`config.mk`:
```
export PLATFORM = sky130hd
export DESIGN_NAME = sync_fifo_ft
export DESIGN_NICKNAME = d
export VERILOG_FILES = /design/src/rtl/fifo_rtl_pkg.sv /design/src/rtl/sync_fifo_mem.sv /design/src/rtl/sync_fifo_ft.sv
export SDC_FILE = /design/constraint.sdc
export NUM_CORES = 1
export LEC_CHECK = 0
export CORE_AREA = 5 5 141 143
export CTS_CLUSTER_SIZE = 24
export DETAILED_ROUTE_END_ITERATION = 7
export DIE_AREA = 0 0 146 148
export HOLD_SLACK_MARGIN = 0.06
export PLACE_DENSITY = 0.62
export SETUP_SLACK_MARGIN = 0.05
export SYNTH_ARGS = -nofsm -noshare
export SYNTH_HDL_FRONTEND = slang
export SYNTH_SLANG_ARGS = --single-unit
export TNS_END_PERCENT = 50
```
`constraint.sdc`:
```
create_clock -name clk -period 7.8 [get_ports clk]
set_input_delay 1.56 -clock clk [delete_from_list [all_inputs] [get_ports clk]]
set_output_delay 1.56 -clock clk [all_outputs]
set_load 0.005 [all_outputs]
```
`src/rtl/fifo_rtl_pkg.sv`:
```
// Shared types and helpers for the parametrised synchronous FIFO family.
package fifo_rtl_pkg;

    typedef enum logic {
        FIFO_STD  = 1'b0,
        FIFO_FWFT = 1'b1
    } fifo_mode_e;

    // Count must represent 0..DEPTH inclusive, hence DEPTH+1 states.
    function automatic int fifo_count_width(input int depth);
        return $clog2(depth + 1);
    endfunction

endpackage

```
`src/rtl/sync_fifo_mem.sv`:
```
// FIFO storage: one synchronous write port, one asynchronous read port, no reset.
module sync_fifo_mem #(
    parameter int DATA_WIDTH = 8,
    parameter int DEPTH      = 16,
    parameter int PW         = 4
) (
    input  logic                  clk,
    input  logic                  i_we,
    input  logic [PW-1:0]         i_waddr,
    input  logic [DATA_WIDTH-1:0] i_wdata,
    input  logic [PW-1:0]         i_raddr,
    output logic [DATA_WIDTH-1:0] o_rdata
);

    logic [DATA_WIDTH-1:0] r_mem [DEPTH];

    always_ff @(posedge clk) begin
        if (i_we) begin
            r_mem[i_waddr] <= i_wdata;
        end
    end

    assign o_rdata = r_mem[i_raddr];

endmodule

```
`src/rtl/sync_fifo_ft.sv`:
```
// Parametrised single-clock FIFO with standard or first-word-fall-through reads,
// threshold flags, occupancy count, sticky error flags and synchronous flush.
module sync_fifo_ft
    import fifo_rtl_pkg::*;
#(
    parameter int         DATA_WIDTH = 8,
    parameter int         DEPTH      = 16,
    parameter int         AF_THRESH  = DEPTH - 2,
    parameter int         AE_THRESH  = 2,
    parameter fifo_mode_e MODE       = FIFO_STD
) (
    input  logic                                 clk,
    input  logic                                 rst_n,
    input  logic                                 flush,
    input  logic                                 wr_en,
    input  logic [DATA_WIDTH-1:0]                wr_data,
    input  logic                                 rd_en,
    output logic [DATA_WIDTH-1:0]                rd_data,
    output logic                                 full,
    output logic                                 empty,
    output logic                                 almost_full,
    output logic                                 almost_empty,
    output logic [fifo_count_width(DEPTH)-1:0]   count,
    output logic                                 overflow,
    output logic                                 underflow
);

    localparam int CW = fifo_count_width(DEPTH);
    localparam int PW = (DEPTH > 1) ? $clog2(DEPTH) : 1;

    logic [PW-1:0]         r_wr_ptr;
    logic [PW-1:0]         r_rd_ptr;
    logic [CW-1:0]         r_count;
    logic                  r_overflow;
    logic                  r_underflow;
    logic                  w_full;
    logic                  w_empty;
    logic                  w_wr_acc;
    logic                  w_rd_acc;
    logic [PW-1:0]         w_wr_ptr_inc;
    logic [PW-1:0]         w_rd_ptr_inc;
    logic [DATA_WIDTH-1:0] w_mem_rdata;

    // Flags come only from the registered count, so no input reaches them combinationally.
    assign w_full   = (r_count == CW'(DEPTH));
    assign w_empty  = (r_count == '0);
    assign w_wr_acc = wr_en && !w_full && !flush;
    assign w_rd_acc = rd_en && !w_empty && !flush;

    // Explicit wrap so non-power-of-two depths work.
    assign w_wr_ptr_inc = (r_wr_ptr == PW'(DEPTH - 1)) ? '0 : r_wr_ptr + PW'(1);
    assign w_rd_ptr_inc = (r_rd_ptr == PW'(DEPTH - 1)) ? '0 : r_rd_ptr + PW'(1);

    always_ff @(posedge clk or negedge rst_n) begin
        if (!rst_n) begin
            r_wr_ptr    <= '0;
            r_rd_ptr    <= '0;
            r_count     <= '0;
            r_overflow  <= 1'b0;
            r_underflow <= 1'b0;
        end else if (flush) begin
            r_wr_ptr    <= '0;
            r_rd_ptr    <= '0;
            r_count     <= '0;
            r_overflow  <= 1'b0;
            r_underflow <= 1'b0;
        end else begin
            if (w_wr_acc) r_wr_ptr <= w_wr_ptr_inc;
            if (w_rd_acc) r_rd_ptr <= w_rd_ptr_inc;
            case ({w_wr_acc, w_rd_acc})
                2'b10:   r_count <= r_count + CW'(1);
                2'b01:   r_count <= r_count - CW'(1);
                default: r_count <= r_count;
            endcase
            if (wr_en && w_full)  r_overflow  <= 1'b1;
            if (rd_en && w_empty) r_underflow <= 1'b1;
        end
    end

    sync_fifo_mem #(
        .DATA_WIDTH (DATA_WIDTH),
        .DEPTH      (DEPTH),
        .PW         (PW)
    ) u_mem (
        .clk     (clk),
        .i_we    (w_wr_acc),
        .i_waddr (r_wr_ptr),
        .i_wdata (wr_data),
        .i_raddr (r_rd_ptr),
        .o_rdata (w_mem_rdata)
    );

    generate
        if (MODE == FIFO_STD) begin : g_std
            logic [DATA_WIDTH-1:0] r_rd_data;

            always_ff @(posedge clk or negedge rst_n) begin
                if (!rst_n) begin
                    r_rd_data <= '0;
                end else if (flush) begin
                    r_rd_data <= '0;
                end else if (w_rd_acc) begin
                    r_rd_data <= w_mem_rdata;
                end
            end

            assign rd_data = r_rd_data;
        end else begin : g_fwft
            // Head word is presented directly; meaningless while empty.
            assign rd_data = w_mem_rdata;
        end
    endgenerate

    assign full         = w_full;
    assign empty        = w_empty;
    assign almost_full  = (r_count >= CW'(AF_THRESH));
    assign almost_empty = (r_count <= CW'(AE_THRESH));
    assign count        = r_count;
    assign overflow     = r_overflow;
    assign underflow    = r_underflow;

endmodule

```
* Word level (Yosys, flattened, before mapping)
Memory sizes are Yosys's and may differ from the RTL's.
Index checks and enable logic that the tools add are counted.
** Word-level totals
- Flip-flop bits (word level) :: 23
- Bits in writable memories :: 128
- Bits of input ports :: 13
- Output and inout port bits :: 19
- Word-level logic and storage cells :: 49
- Memories :: 1
** Memories
- u_mem.r_mem :: depth 16, width 8, read ports 1, clocked after Yosys merged registers in 0, wr ports 1, line sync_fifo_mem.sv:15 : logic [DATA_WIDTH-1:0] r_mem [DEPTH];
** Cells by class
- Add/sub/neg operators :: 4
- Magnitude comparators :: 2
- Equal/unequal tests :: 5
- Muxes and demuxes :: 16
- Reductions and logical operators :: 15
** Operator list (number)
- $mux 4 :: 6
- $mux 8 :: 2
- $pmux 5 s2 :: 1
- $add 4x1->4 const B :: 2
- $eq 4x4->1 const B :: 2
- $reduce_bool 2->1 :: 4
- $logic_and 1x1->1 :: 6
- $mux 1 :: 6
- $add 5x1->5 const B :: 1
- $eq 5x5->1 const B :: 1
- $ge 5x4->1 const B :: 1
- $le 5x2->1 const B :: 1
- $logic_not 5->1 :: 1
- $mux 5 :: 1
- $sub 5x1->5 const B :: 1
- $logic_not 1->1 :: 3
- $reduce_bool 3->1 :: 1
- $eq 2x1->1 const B :: 1
- $eq 2x2->1 const B :: 1

* Logic depth before layout (Yosys ltp)
Gate-level depths: netlist (run 1).
- Depth in word-level cells :: 7
- Mapped depth :: 12
- Mapped depth without buffers :: 10

* Cells and area by module
Synthesis (run 1) repeated with hierarchy kept, for this count alone.
** Unflattened totals
- Cells, all modules :: 368
- Area total of the unflattened synthesis :: 6317.3 µm²
** Modules (own cells, without submodules)
- sync_fifo_mem :: times used 1, cells each 221, area each 4987.3 µm², seq. area each 3843.7 µm²
- sync_fifo_ft :: times used 1, cells each 147, area each 1330.0 µm², seq. area each 575.6 µm²

* Least setup slack after synthesis (run 1)
OpenSTA, ideal clock, no wires.
- Kind :: input port to flip-flop
- Start :: input port wr_en
- End :: register r_count[4] (netlist: count[4])
- Setup time :: 0.066 ns
- Data arrival time :: 3.242 ns
- Data required time :: 7.734 ns
- Slack :: 4.492 ns
- Stages on the path :: 10
- Buffers on the path :: 1
- Cells stage by stage :: clkbuf_8 -> inv_1 -> a21oi_1 -> nor3_1 -> ha_1 -> o22ai_1 -> o221ai_1 -> or3b_2 -> o21ai_0 -> and3_1
** Between the ends
- Cells in the longest elaborated chain, start to end :: 5
- Elaborated cells between the ends (all ways) :: 7
- Those cells by class :: eq/ne (2); mux (2); reduce/logical (3)
** RTL lines
- start, declared :: line sync_fifo_ft.sv:15 : input logic wr_en,
- $logic_and 1x1->1 * (2 in series) :: line sync_fifo_ft.sv:47 : assign w_wr_acc = wr_en && !w_full && !flush;
- $eq 2x1->1 or $eq 2x2->1 (tied branches) :: line sync_fifo_ft.sv:70 : case ({w_wr_acc, w_rd_acc})
- $pmux 5 s2 :: line sync_fifo_ft.sv:70
- $mux 5 :: line sync_fifo_ft.sv:61 : end else if (flush) begin
- end signal, assigned :: line sync_fifo_ft.sv:71 : 2'b10: r_count <= r_count + CW'(1);
- end signal, assigned :: line sync_fifo_ft.sv:72 : 2'b01: r_count <= r_count - CW'(1);
- end signal, assigned :: line sync_fifo_ft.sv:73 : default: r_count <= r_count;
- end, declared :: line sync_fifo_ft.sv:33 : logic [CW-1:0] r_count;
Every way passes the cells marked *; elsewhere a longest branch is shown, timed or not.
A chain may end at the register's enable or synchronous reset.

* Worst setup path in the final report (run 1)
- Start :: register r_count[1] (netlist: count[1])
- End :: output port full
** Between the ends
- Cells in the longest elaborated chain, start to end :: 1
** RTL lines
- $eq 5x5->1 :: line sync_fifo_ft.sv:45 : assign w_full = (r_count == CW'(DEPTH));
- end, declared :: line sync_fifo_ft.sv:19 : output logic full,
No other way between the ends.

==> results of run 1 <==
## power by group through the flow
| stage | clock [mW] | combinational (mW) | sequential [mW] |
|---|---|---|---|
| after floorplan | 0 | 0.401 | 0.958 |
| after global placement | 0 | 0.515 | 0.995 |
| after detailed placement | 0 | 0.525 | 0.997 |
| after CTS | 0.878 | 0.527 | 0.980 |
| after global routing | 0.917 | 0.568 | 0.987 |
| final | 0.866 | 0.520 | 0.980 |
## worst max path at each step
stage | cells past startpoint | end | slack [ps] | startpoint
after detailed placement | 10 | count[4] | 3310 | wr_en
final | 3 | full | 3680 | count[1]
after CTS | 3 | full | 3670 | count[1]
after global placement | 10 | count[4] | 3510 | wr_en
after global routing | 10 | count[4] | 3480 | wr_en
after floorplan | 10 | count[4] | 4490 | wr_en
## worst reg2reg max path, cell delays in order, from the launching register on
cell and delay (ps):
dfrtp_1 560, nor4_4 610, a21oi_1 270, nor3_1 310, xor2_1 180, ha_1 250
nand2_1 120, a21oi_1 260, o2111a_1 220, o21ai_0 60, and3_1 170
## state kept, by name (all words and copies together) (netlist names)
signal       count
u_mem.r_mem    128
rd_data          8
count            5
r_rd_ptr         4
overflow         1
r_wr_ptr         4
underflow        1
## layout make-up
type | count | share of cell area
tap | 234 | 0.03924
multi-input combinational | 201 | 0.2383
timing repair buffer | 33 | 0.04359
clock inverter | 14 | 0.02632
inverter | 5 | 0.002515
clock buffer | 18 | 0.05751
sequential | 151 | 0.5926
## cells in the mapped netlist, types with 2 or more instances
master / n / share of area
a2111oi_0: 2 / 0.0027
a211oi_1: 3 / 0.0035
a21oi_1: 17 / 0.013
a22o_1: 8 / 0.011
a22oi_1: 14 / 0.016
buf_1: 2 / 0.0012
buf_2: 4 / 0.0031
clkbuf_1: 9 / 0.0053
clkbuf_8: 3 / 0.0065
dfrtp_1: 23 / 0.090
edfxtp_1: 128 / 0.60
ha_1: 7 / 0.014
inv_1: 4 / 0.0024
mux2i_1: 4 / 0.0063
mux4_2: 32 / 0.11
nand2_1: 26 / 0.015
nand2b_1: 4 / 0.0039
nand3_1: 2 / 0.0016
nor2_1: 31 / 0.018
nor2b_1: 4 / 0.0039
nor3_1: 8 / 0.0063
o21ai_0: 9 / 0.0071
xnor2_1: 2 / 0.0027
xor2_1: 5 / 0.0069
## kinds of logic (layout without fill, tap and decap cells)
kind of cell             count (synthesis)  in the layout  share of synthesized area
flip-flops                             151            151                     0.6935
XOR/XNOR                                 7              7                   0.009621
adder cells (fa/ha/maj)                  7              7                    0.01374
multiplexers                            36             36                     0.1194
AND/OR/NAND/NOR                         87             87                    0.06637
AO/OA/AOI/OAI                           64             64                    0.06990
buffers and inverters                   28             70                    0.02749
## layer usage
metal	GRT usage	vias up	wire (um)
met2	0.2133	120	6751
met4	0.04280	0	201
met1	0.1661	1800	5875
met5	0	-	0
li1	-	1569	-
met3	0.03648	18	657
## metrics by stage
| stage | hold WS (ps) | setup slack, ps | instance area [um^2] | power, mW |
|---|---|---|---|---|
| finish | 510.6 | 3685 | 7462 | 2.365 |
| global route | 522.9 | 3480 | 7462 | 2.471 |
| CTS | 518.8 | 3674 | 7462 | 2.385 |
| detailed placement | 499.4 | 3307 | 6837 | 1.521 |
| global placement | 489.4 | 3508 | 6837 | 1.510 |
| floorplan | 485.9 | 4492 | 6372 | 1.359 |
## placed cells by master, fill, tap and decap left out, drive strengths merged, types with 2 or more instances in the layout
cell type      netlist  routed
nor4                 2       2
o21ai               10      10
nor2b                4       4
nor2                32      32
ha                   7       7
a22oi               14      14
a2111oi              2       2
a21oi               17      17
nand2b               4       4
a211oi               3       3
a22o                 8       8
nand2               26      26
buf                  9       2
clkinv               1       6
nand3                2       2
clkdlybuf4s50        0      31
xor2                 5       5
clkbuf              13      18
or4                  2       2
dfrtp               23      23
bufinv               0       4
xnor2                2       2
mux2i                4       4
nor3                 8       8
edfxtp             128     128
inv                  4       8
mux4                32      32
==> results.md, run 1 <==
- Switching power: between 0.6 and 0.7 mW
- Syn_area_per_cell: 16.77 um^2
- Power Density: around 320 mW/mm^2
- Syn-to-layout area delta: 17.10%
- Total GRT Usage: 0.1293
- Sequential fraction of the synthesis area: 0.6935
- Clk pwr share: 0.366
- Total gr overflow: 0
- Final Hold Viols: 0
- Slew HR: 0.1390
- Ant. Diodes: 0
- Post-synth EDFFs: roughly 130
- Proportion of layout cells with a drive suffix above 1: 0.1706
- Final cell count without fillers: 656
- Fillcell total: between 1500 and 2000
- Peak supply drop: 0.3622 mV
- Vias in the first global route: 3734
- # placed instances: 624
- Final setup TNS: 0 ps
- CTS clk-pin slew, worst paths: 60 ps
- Core ar.: ~0.018 mm^2
- Worst Hold Path EP: underflow
- Total setup buffers inserted after CTS: 0
- Max Freq: 243.0 MHz
- Longest Clk Path Bufs: 2
- Placer congestion estimate: 0.8227
- Hold Path Depth: 2
- Fraction of registers with async set/reset: 0.1523
- R2r endpoint: count[4]
- H-Tree Level Count: 4
- FF+latch count, synth: about 150
- Hold Startpoint: underflow
- Max-cap violations: 0
- Crit Path Class: reg -> out
- Via-per-instance ratio: 5.346
- Hold buffer count at cts: 0
- Period minus WS final: about 4000 ps
- Leakage power: between 2 and 2.5 nW
- Switching part of the total: 0.2726
- Distinct cell type count after synthesis: 53
- Row count: 50
- Worst Path Buf+Inv: 1
- Die height: roughly 150 um
- Post-DP HPWL: 8646 um
- Critical Path Max Stage Delay: 820 ps
- # clock sinks: about 150
- Root buffer cell: clkbuf_16
- Outcome: finished, final reports clean
- CP arrival: 2560 ps
- # nets final: 429
- FF-to-FF path depth: 10
- Final core utilization: 0.4043
- Least-Margin Pin Slew: around 1300 ps
- CP Capture Type: primary output
- Antenna violations before repair: 0
- WL/cell: 20.56 um
- CP top delay family: simple AND/OR/NAND/NOR gates
- Hold Path Class: reg -> reg
- Vias post-DR: 3507
- DRC errors left: 0
- Slew Limit Fails: 0
- Critical Path Fanout Max: 14
- Die X: 146 um
- CP cell instances: or4_1 > nor2_1 > clkdlybuf4s50_1
- PortBufs: 31
- DRT Wirelength: between 10000 and 15000 um
- RSZ-0062 raised after global routing: no
- Final ANT Viol Nets: 0
- Num CTS Buffers: 17
- Slowest CP cell: or4_1
- TritonCTS clock tree: done
- First-pass DRT Iterations: 4
- Syn nets: 400
- Final setup violating endpoints: 0
- Final Skew: 7.176 ps
- Register area: 0.004422 mm^2
- Gate power share: 0.220
- Reg2reg start: count[1]
- Pin count of the biggest net entering global routing: 38
- Top FF cell, synth: edfxtp_1
- Worst EP required: 6240 ps
- Initial Util: 0.3453
- Area of the multi-input gates: 0.001778 mm^2
- Synth warnings: 0
- Top Ports: 32
- Post-CTS sizing: 0
- Fraction of power consumed by sequential logic: 0.414
- Initial DRC count: 290
- Post-Synthesis Cells: 380
- Die Footprint: 0.02161 mm^2
- Crit start category: register
- Clock Latency Late Sink: 420 ps
- Setup slack, reg-to-reg: about 4700 ps
- Synth Cell Area: 0.006372 mm^2
- First-pass GRT wire length: approximately 21000 um
- Final Cycle Share: 0.5276
- Internal power: between 1.5 and 2 mW
(Power assumes the default switching activity.)
==> inputs of run 2 (changes only) <==
--- a/config.mk
+++ b/config.mk
@@ -10,7 +10,7 @@
 export DETAILED_ROUTE_END_ITERATION = 7
 export DIE_AREA = 0 0 146 148
 export HOLD_SLACK_MARGIN = 0.06
-export PLACE_DENSITY = 0.62
+export PLACE_DENSITY = 0.64
 export SETUP_SLACK_MARGIN = 0.05
 export SYNTH_ARGS = -nofsm -noshare
 export SYNTH_HDL_FRONTEND = slang
==> constraint.sdc (replaced) <==
create_clock -name clk -period 3.7 [get_ports clk]
set_input_delay 0.74 -clock clk [delete_from_list [all_inputs] [get_ports clk]]
set_output_delay 0.74 -clock clk [all_outputs]
set_load 0.005 [all_outputs]
==> run 2 against run 1 <==
Effect of this change: sequential power grew 120%; clock power grew 110%; global-route usage shrank 0.45 points; sequential share of layout area shrank 1.3 points; critical endpoint unchanged; highest routed layer unchanged.
==> results.md, run 2 (synthesis results as in run 1) <==
- Outcome: finished, final reports clean (unchanged)
- Die height: 148 um (unchanged)
- First-pass DRT Iterations: 4 (unchanged)
- Post-DP HPWL: 8188 um (was 8646 um)
- Syn-to-layout area delta: 19.77% (was 17.10%)
- Die Footprint: 0.02161 mm^2 (unchanged)
- CP arrival: 2580 ps (was 2560 ps)
- Total setup buffers inserted after CTS: 0 (unchanged)
- Register area: 0.004422 mm^2 (unchanged)
- Max Freq: 301.7 MHz
- Total GRT Usage: 0.1248 (was 0.1293)
- Dpl ws: 595.0 ps (was 3307 ps)
- Hold buffer count at cts: 0 (unchanged)
- Num CTS Buffers: 17 (unchanged)
- WL/cell: 19.03 um (was 20.56 um)
- Crit start category: register (unchanged)
- DRC errors left: 0 (unchanged)
- Initial Util: 0.3453 (unchanged)
- Commonest non-fill, non-tap cell in the layout: edfxtp_1 (unchanged)
- Antenna violations before repair: 0 (unchanged)
- Area of the multi-input gates: 0.001778 mm^2 (unchanged)
- Crit Path Class: reg -> out (unchanged)
- Slew Limit Fails: 0 (unchanged)
- Period minus WS final: 3315 ps
- Final setup TNS: 0 ps (unchanged)
- Top Ports: 32 (unchanged)
- Most frequent cells in the layout: 128 x edfxtp_1, 32 x mux4_2, 31 x nor2_1, 31 x clkdlybuf4s50_1, 26 x nand2_1 (unchanged)
- Clock Latency Late Sink: 420 ps (about the same)
- Pin count of the biggest net entering global routing: 35 (was 38)
- Max-cap violations: 0 (unchanged)
- Total gr overflow: 0 (unchanged)
- Via-per-instance ratio: 5.186 (was 5.346)
- Vias in the first global route: 3587 (was 3734)
- Hold Path Class: reg -> reg (unchanged)
- Initial DRC count: 301 (was 290)
- Post-CTS sizing: 0 (unchanged)
- # nets final: 449 (was 429)
- Root buffer cell: clkbuf_16 (unchanged)
- Final Hold Viols: 0 (unchanged)
- # clock sinks: 151 (unchanged)
- Core ar.: 0.01846 mm^2 (unchanged)
- Slowest CP cell: or4_1 (unchanged)
- Worst EP required: 2960 ps (was 6240 ps)
- DRT Wirelength: 12860 um (was 13490 um)
- Proportion of layout cells with a drive suffix above 1: 0.2104 (was 0.1706)
- Least-Margin Pin Slew: 827.9 ps (was 1282 ps)
- TritonCTS clock tree: done (unchanged)
- Max reg flops: 128 (unchanged)
- Vias post-DR: 3506 (was 3507)
- Leakage power: 2.582 nW (was 2.468 nW)
- CP cell instances: or4_1 > nor2_1 > clkdlybuf4s50_1 (unchanged)
- Peak supply drop: 0.3851 mV (was 0.3622 mV)
- Final ANT Viol Nets: 0 (unchanged)
- Critical Path Fanout Max: 14 (unchanged)
- Slew HR: 0.4480 (was 0.1390)
- CTS clk-pin slew, worst paths: 60 ps (about the same)
- Longest Clk Path Bufs: 2 (unchanged)
- PortBufs: 31 (unchanged)
- CP Capture Type: primary output (unchanged)
- Final Skew: 7.263 ps (was 7.176 ps)
- Ant. Diodes: 0 (unchanged)
- Setup WS post-layout: 384.9 ps (was 3685 ps)
- RSZ-0062 raised after global routing: no (unchanged)
- Placer congestion estimate: 0.8255 (was 0.8227)
- First-pass GRT wire length: 20620 um (was 21120 um)
- Final setup violating endpoints: 0 (unchanged)
- H-Tree Level Count: 4 (unchanged)
- Fillcell total: 1614 (was 1638)
- Row count: 50 (unchanged)
- Final Cycle Share: 0.8960
- Die X: 146 um (unchanged)
- Power Density: 658.3 mW/mm^2 (was 317.0 mW/mm^2)
- Largest Register: u_mem.r_mem (unchanged)
- Critical Path Max Stage Delay: 810 ps (was 820 ps)
## run 2: per-stage QoR
| stage | area (um^2) | util | power [mW] | hold WS [ps] | cells |
|---|---|---|---|---|---|
| 2_1_floorplan | 6372 | - | 2.865 | 444.4 | 380 |
| 3_3_place_gp | 6999 | 0.3793 | 3.219 | 484.8 | 644 |
| 3_5_place_dp | 6999 | 0.3793 | 3.235 | 487.0 | 644 |
| 4_1_cts | 7632 | 0.4136 | 5.076 | 501.9 | 676 |
| 5_1_grt | 7632 | 0.4136 | 5.264 | 530.0 | 676 |
| 6_report | 7632 | 0.4136 | 5.024 | 500.0 | 676 |
## run 2: cell type report
class,instances,share of cell area
clock inverter,13,0.02492
sequential,151,0.5793
timing repair buffer,53,0.06393
inverter,5,0.002459
tap,234,0.03836
clock buffer,19,0.05803
multi-input combinational,201,0.2330
## run 2: final timing paths
path                                to  cells past startpoint  slack, ps  startpoint
setup / recovery                  full                      3        380    count[1]
hold / removal                overflow                      2        500    overflow
setup reg to reg              count[4]                      9        690    count[1]
hold reg to reg               overflow                      2        500    overflow
max in group asynchronous  r_rd_ptr[0]                      2       2770       rst_n
min in group asynchronous     count[2]                      2        670       rst_n
## run 2: metal layers
layer	GRT usage	wire length [um]
met2	0.1926	6123
met4	0.03763	125
met1	0.1705	5864
met3	0.03955	750
met5	0	0
## run 2: report_power, final
part	internal, mW	total, mW	leakage [nW]	switching [mW]
clock network	1.15	1.84	0.309	0.682
logic	0.598	1.08	0.810	0.483
registers	1.92	2.11	1.46	0.183
total	3.68	5.02	2.58	1.35
## run 2: worst max-delay path: cells and delay by family (launching register included)
kind | cells | cell delay, ps
buffers and inverters | 1 | 540
DFF | 1 | 550
and+or+nand+nor | 2 | 1060
==> inputs of run 3 (changes only) <==
--- a/config.mk
+++ b/config.mk
@@ -5,12 +5,12 @@
 export SDC_FILE = /design/constraint.sdc
 export NUM_CORES = 1
 export LEC_CHECK = 0
-export CORE_AREA = 5 5 141 143
+export CORE_AREA = 5 5 115 117
 export CTS_CLUSTER_SIZE = 24
 export DETAILED_ROUTE_END_ITERATION = 7
-export DIE_AREA = 0 0 146 148
+export DIE_AREA = 0 0 120 122
 export HOLD_SLACK_MARGIN = 0.06
-export PLACE_DENSITY = 0.64
+export PLACE_DENSITY = 0.86
 export SETUP_SLACK_MARGIN = 0.05
 export SYNTH_ARGS = -nofsm -noshare
 export SYNTH_HDL_FRONTEND = slang
==> run 3 against run 2 <==
Effect of this change: fmax is 3.9% higher; core utilization grew 20 points; die area down 32%; final area fell by 2.2%.
==> results.md, run 3 (synthesis results as in run 1) <==
- RSZ-0062 raised after global routing: no (unchanged)
- Num CTS Buffers: 17 (unchanged)
- CP Capture Type: primary output (unchanged)
- Root buffer cell: clkbuf_16 (unchanged)
- Post-CTS sizing: 0 (unchanged)
- Clk pwr share: 0.338 (was 0.366)
- CTS clk-pin slew, worst paths: 60 ps (about the same)
- Critical Path Max Stage Delay: 790 ps (was 810 ps)
- Placer congestion estimate: 0.8894 (was 0.8255)
- Period minus WS final: 3190 ps (was 3315 ps)
- Internal power: 3.473 mW (was 3.676 mW)
- Critical Path Fanout Max: 9 (was 14)
- Least-Margin Pin Slew: 853.4 ps (was 827.9 ps)
- CP top delay family: simple AND/OR/NAND/NOR gates (unchanged)
- Post-DP HPWL: 8775 um (was 8188 um)
- Total GRT Usage: 0.2044 (was 0.1248)
- Gate power share: 0.232 (was 0.215)
- Top Ports: 32 (unchanged)
- Outcome: finished, final reports clean (unchanged)
- Largest Register: u_mem.r_mem (unchanged)
- PortBufs: 31 (unchanged)
- Final Skew: 9.518 ps (was 7.263 ps)
- Slew HR: 0.4290 (was 0.4480)
- DRT Wirelength: 13610 um (was 12860 um)
- Antenna violations before repair: 0 (unchanged)
- Row count: 41 (was 50)
- H-Tree Level Count: 4 (unchanged)
- Initial DRC count: 503 (was 301)
- Initial Util: 0.5197 (was 0.3453)
- Vias in the first global route: 3807 (was 3587)
- First-pass GRT wire length: 21910 um (was 20620 um)
- Power Density: 649.4 mW/mm^2 (was 658.3 mW/mm^2)
- Final setup TNS: 0 ps (unchanged)
- # nets final: 450 (was 449)
- Via-per-instance ratio: 6.094 (was 5.186)
- TritonCTS clock tree: done (unchanged)
- Final ANT Viol Nets: 0 (unchanged)
- Final setup violating endpoints: 0 (unchanged)
- Slew Limit Fails: 0 (unchanged)
- Switching part of the total: 0.2837 (was 0.2683)
- Pin count of the biggest net entering global routing: 24 (was 35)
- WL/cell: 22.95 um (was 19.03 um)
- Die height: 122 um (was 148 um)
- Final Cycle Share: 0.8623 (was 0.8960)
- Hold buffer count at cts: 0 (unchanged)
- Syn-to-layout area delta: 17.16% (was 19.77%)
- Clock Latency Late Sink: 420 ps (about the same)
- DRC errors left: 0 (unchanged)
- Core ar.: 0.01226 mm^2 (was 0.01846 mm^2)
- Crit start category: register (unchanged)
- Worst Path Buf+Inv: 1 (unchanged)
- Final core utilization: 0.6089 (was 0.4136)
- Crit Path Class: reg -> out (unchanged)
- Most frequent cells in the layout: 128 x edfxtp_1, 32 x mux4_2, 31 x nor2_1, 31 x clkdlybuf4s50_1, 26 x nand2_1 (unchanged)
- Commonest non-fill, non-tap cell in the layout: edfxtp_1 (unchanged)
- # clock sinks: 151 (unchanged)
- Die Footprint: 0.01464 mm^2 (was 0.02161 mm^2)
- Die X: 120 um (was 146 um)
- Max-cap violations: 0 (unchanged)
- Fraction of power consumed by sequential logic: 0.430 (was 0.419)
- Longest Clk Path Bufs: 2 (unchanged)
- Switching power: 1.375 mW (was 1.348 mW)
- CP cell instances: or4_1 > nor2_1 > clkdlybuf4s50_1 (unchanged)
- Proportion of layout cells with a drive suffix above 1: 0.2077 (was 0.2104)
- Max reg flops: 128 (unchanged)
- Fillcell total: 854 (was 1614)
- Total setup buffers inserted after CTS: 0 (unchanged)
- Final Hold Viols: 0 (unchanged)
- Leakage power: 2.549 nW (was 2.582 nW)
- Max Freq: 313.4 MHz (was 301.7 MHz)
- Hold Path Class: reg -> reg (unchanged)
- CP arrival: 2450 ps (was 2580 ps)
- Worst EP required: 2960 ps (about the same)
- Min Hold Slack: 510.8 ps (was 500.0 ps)
- Slowest CP cell: or4_1 (unchanged)
- First-pass DRT Iterations: 5 (was 4)
- Total gr overflow: 0 (unchanged)
- Peak supply drop: 0.5678 mV (was 0.3851 mV)
- Ant. Diodes: 0 (unchanged)
- Vias post-DR: 3614 (was 3506)
## run 3: changes by cell type in the layout (fill, tap and decap cells not counted)
| cell | before | now |
|---|---|---|
| clkbuf_1 | 1 | 0 |
| clkinvlp_4 | 1 | 3 |
| buf_4 | 21 | 22 |
| dfrtp_1 | 21 | 22 |
| clkinv_1 | 1 | 3 |
| inv_8 | 0 | 2 |
| clkbuf_8 | 1 | 0 |
| bufinv_16 | 4 | 1 |
| inv_6 | 4 | 5 |
| clkinv_4 | 2 | 1 |
| clkinv_2 | 2 | 1 |
| dfrtp_2 | 2 | 1 |
## run 3: final timing paths
check | to | startpoint | cells after the start | slack, ps
max | full | count[0] | 3 | 510
min | overflow | overflow | 2 | 510
max reg2reg | count[4] | count[0] | 9 | 810
min reg2reg | overflow | overflow | 2 | 510
max in group asynchronous | r_rd_ptr[0] | rst_n | 2 | 2700
min in group asynchronous | rd_data[1] | rst_n | 2 | 700
## run 3: routing by layer
layer / routed length [um] / up-vias / track usage
met1: 5223 / 1828 / 0.2589
li1: - / 1602 / -
met2: 6862 / 158 / 0.3347
met4: 380 / 0 / 0.08876
met3: 1141 / 26 / 0.05525
met5: 0 / - / 0
## run 3: area by class of cell
class	count	area [um^2]	share of cell area
Clock buffer	17	425.4	0.05698
Clock inverter	15	140.1	0.01877
Inverter	5	18.77	0.002514
Multi-Input combinational cell	201	1778	0.2381
Sequential cell	151	4420	0.5921
Tap cell	150	187.7	0.02514
Timing Repair Buffer	54	495.5	0.06636
## run 3: worst reg2reg max path: cells and delay by family, from the launching register on
kind / cells / cell delay [ps]
flip-flops: 1 / 500
adder cells (fa/ha/maj): 1 / 360
AND/OR/NAND/NOR: 5 / 1720
AO/OA/AOI/OAI: 3 / 260
## run 3: power groups by stage
stage / Combinational [mW] / Sequential (mW) / Clock [mW]
detailed placement: 1.13 / 2.12 / 0
global route: 1.21 / 2.11 / 1.75
floorplan: 0.845 / 2.02 / 0
CTS: 1.13 / 2.09 / 1.66
finish: 1.13 / 2.09 / 1.64
global placement: 1.10 / 2.11 / 0
## run 3: per-stage QoR
step | power [mW] | instance area [um^2] | setup slack, ps | std cells
finish | 4.848 | 7466 | 509.6 | 593
global route | 5.075 | 7466 | 418.4 | 593
CTS | 4.880 | 7466 | 491.7 | 593
detailed placement | 3.249 | 6900 | 722.3 | 561
global placement | 3.209 | 6900 | 790.7 | 561
floorplan | 2.865 | 6372 | 1120 | 380
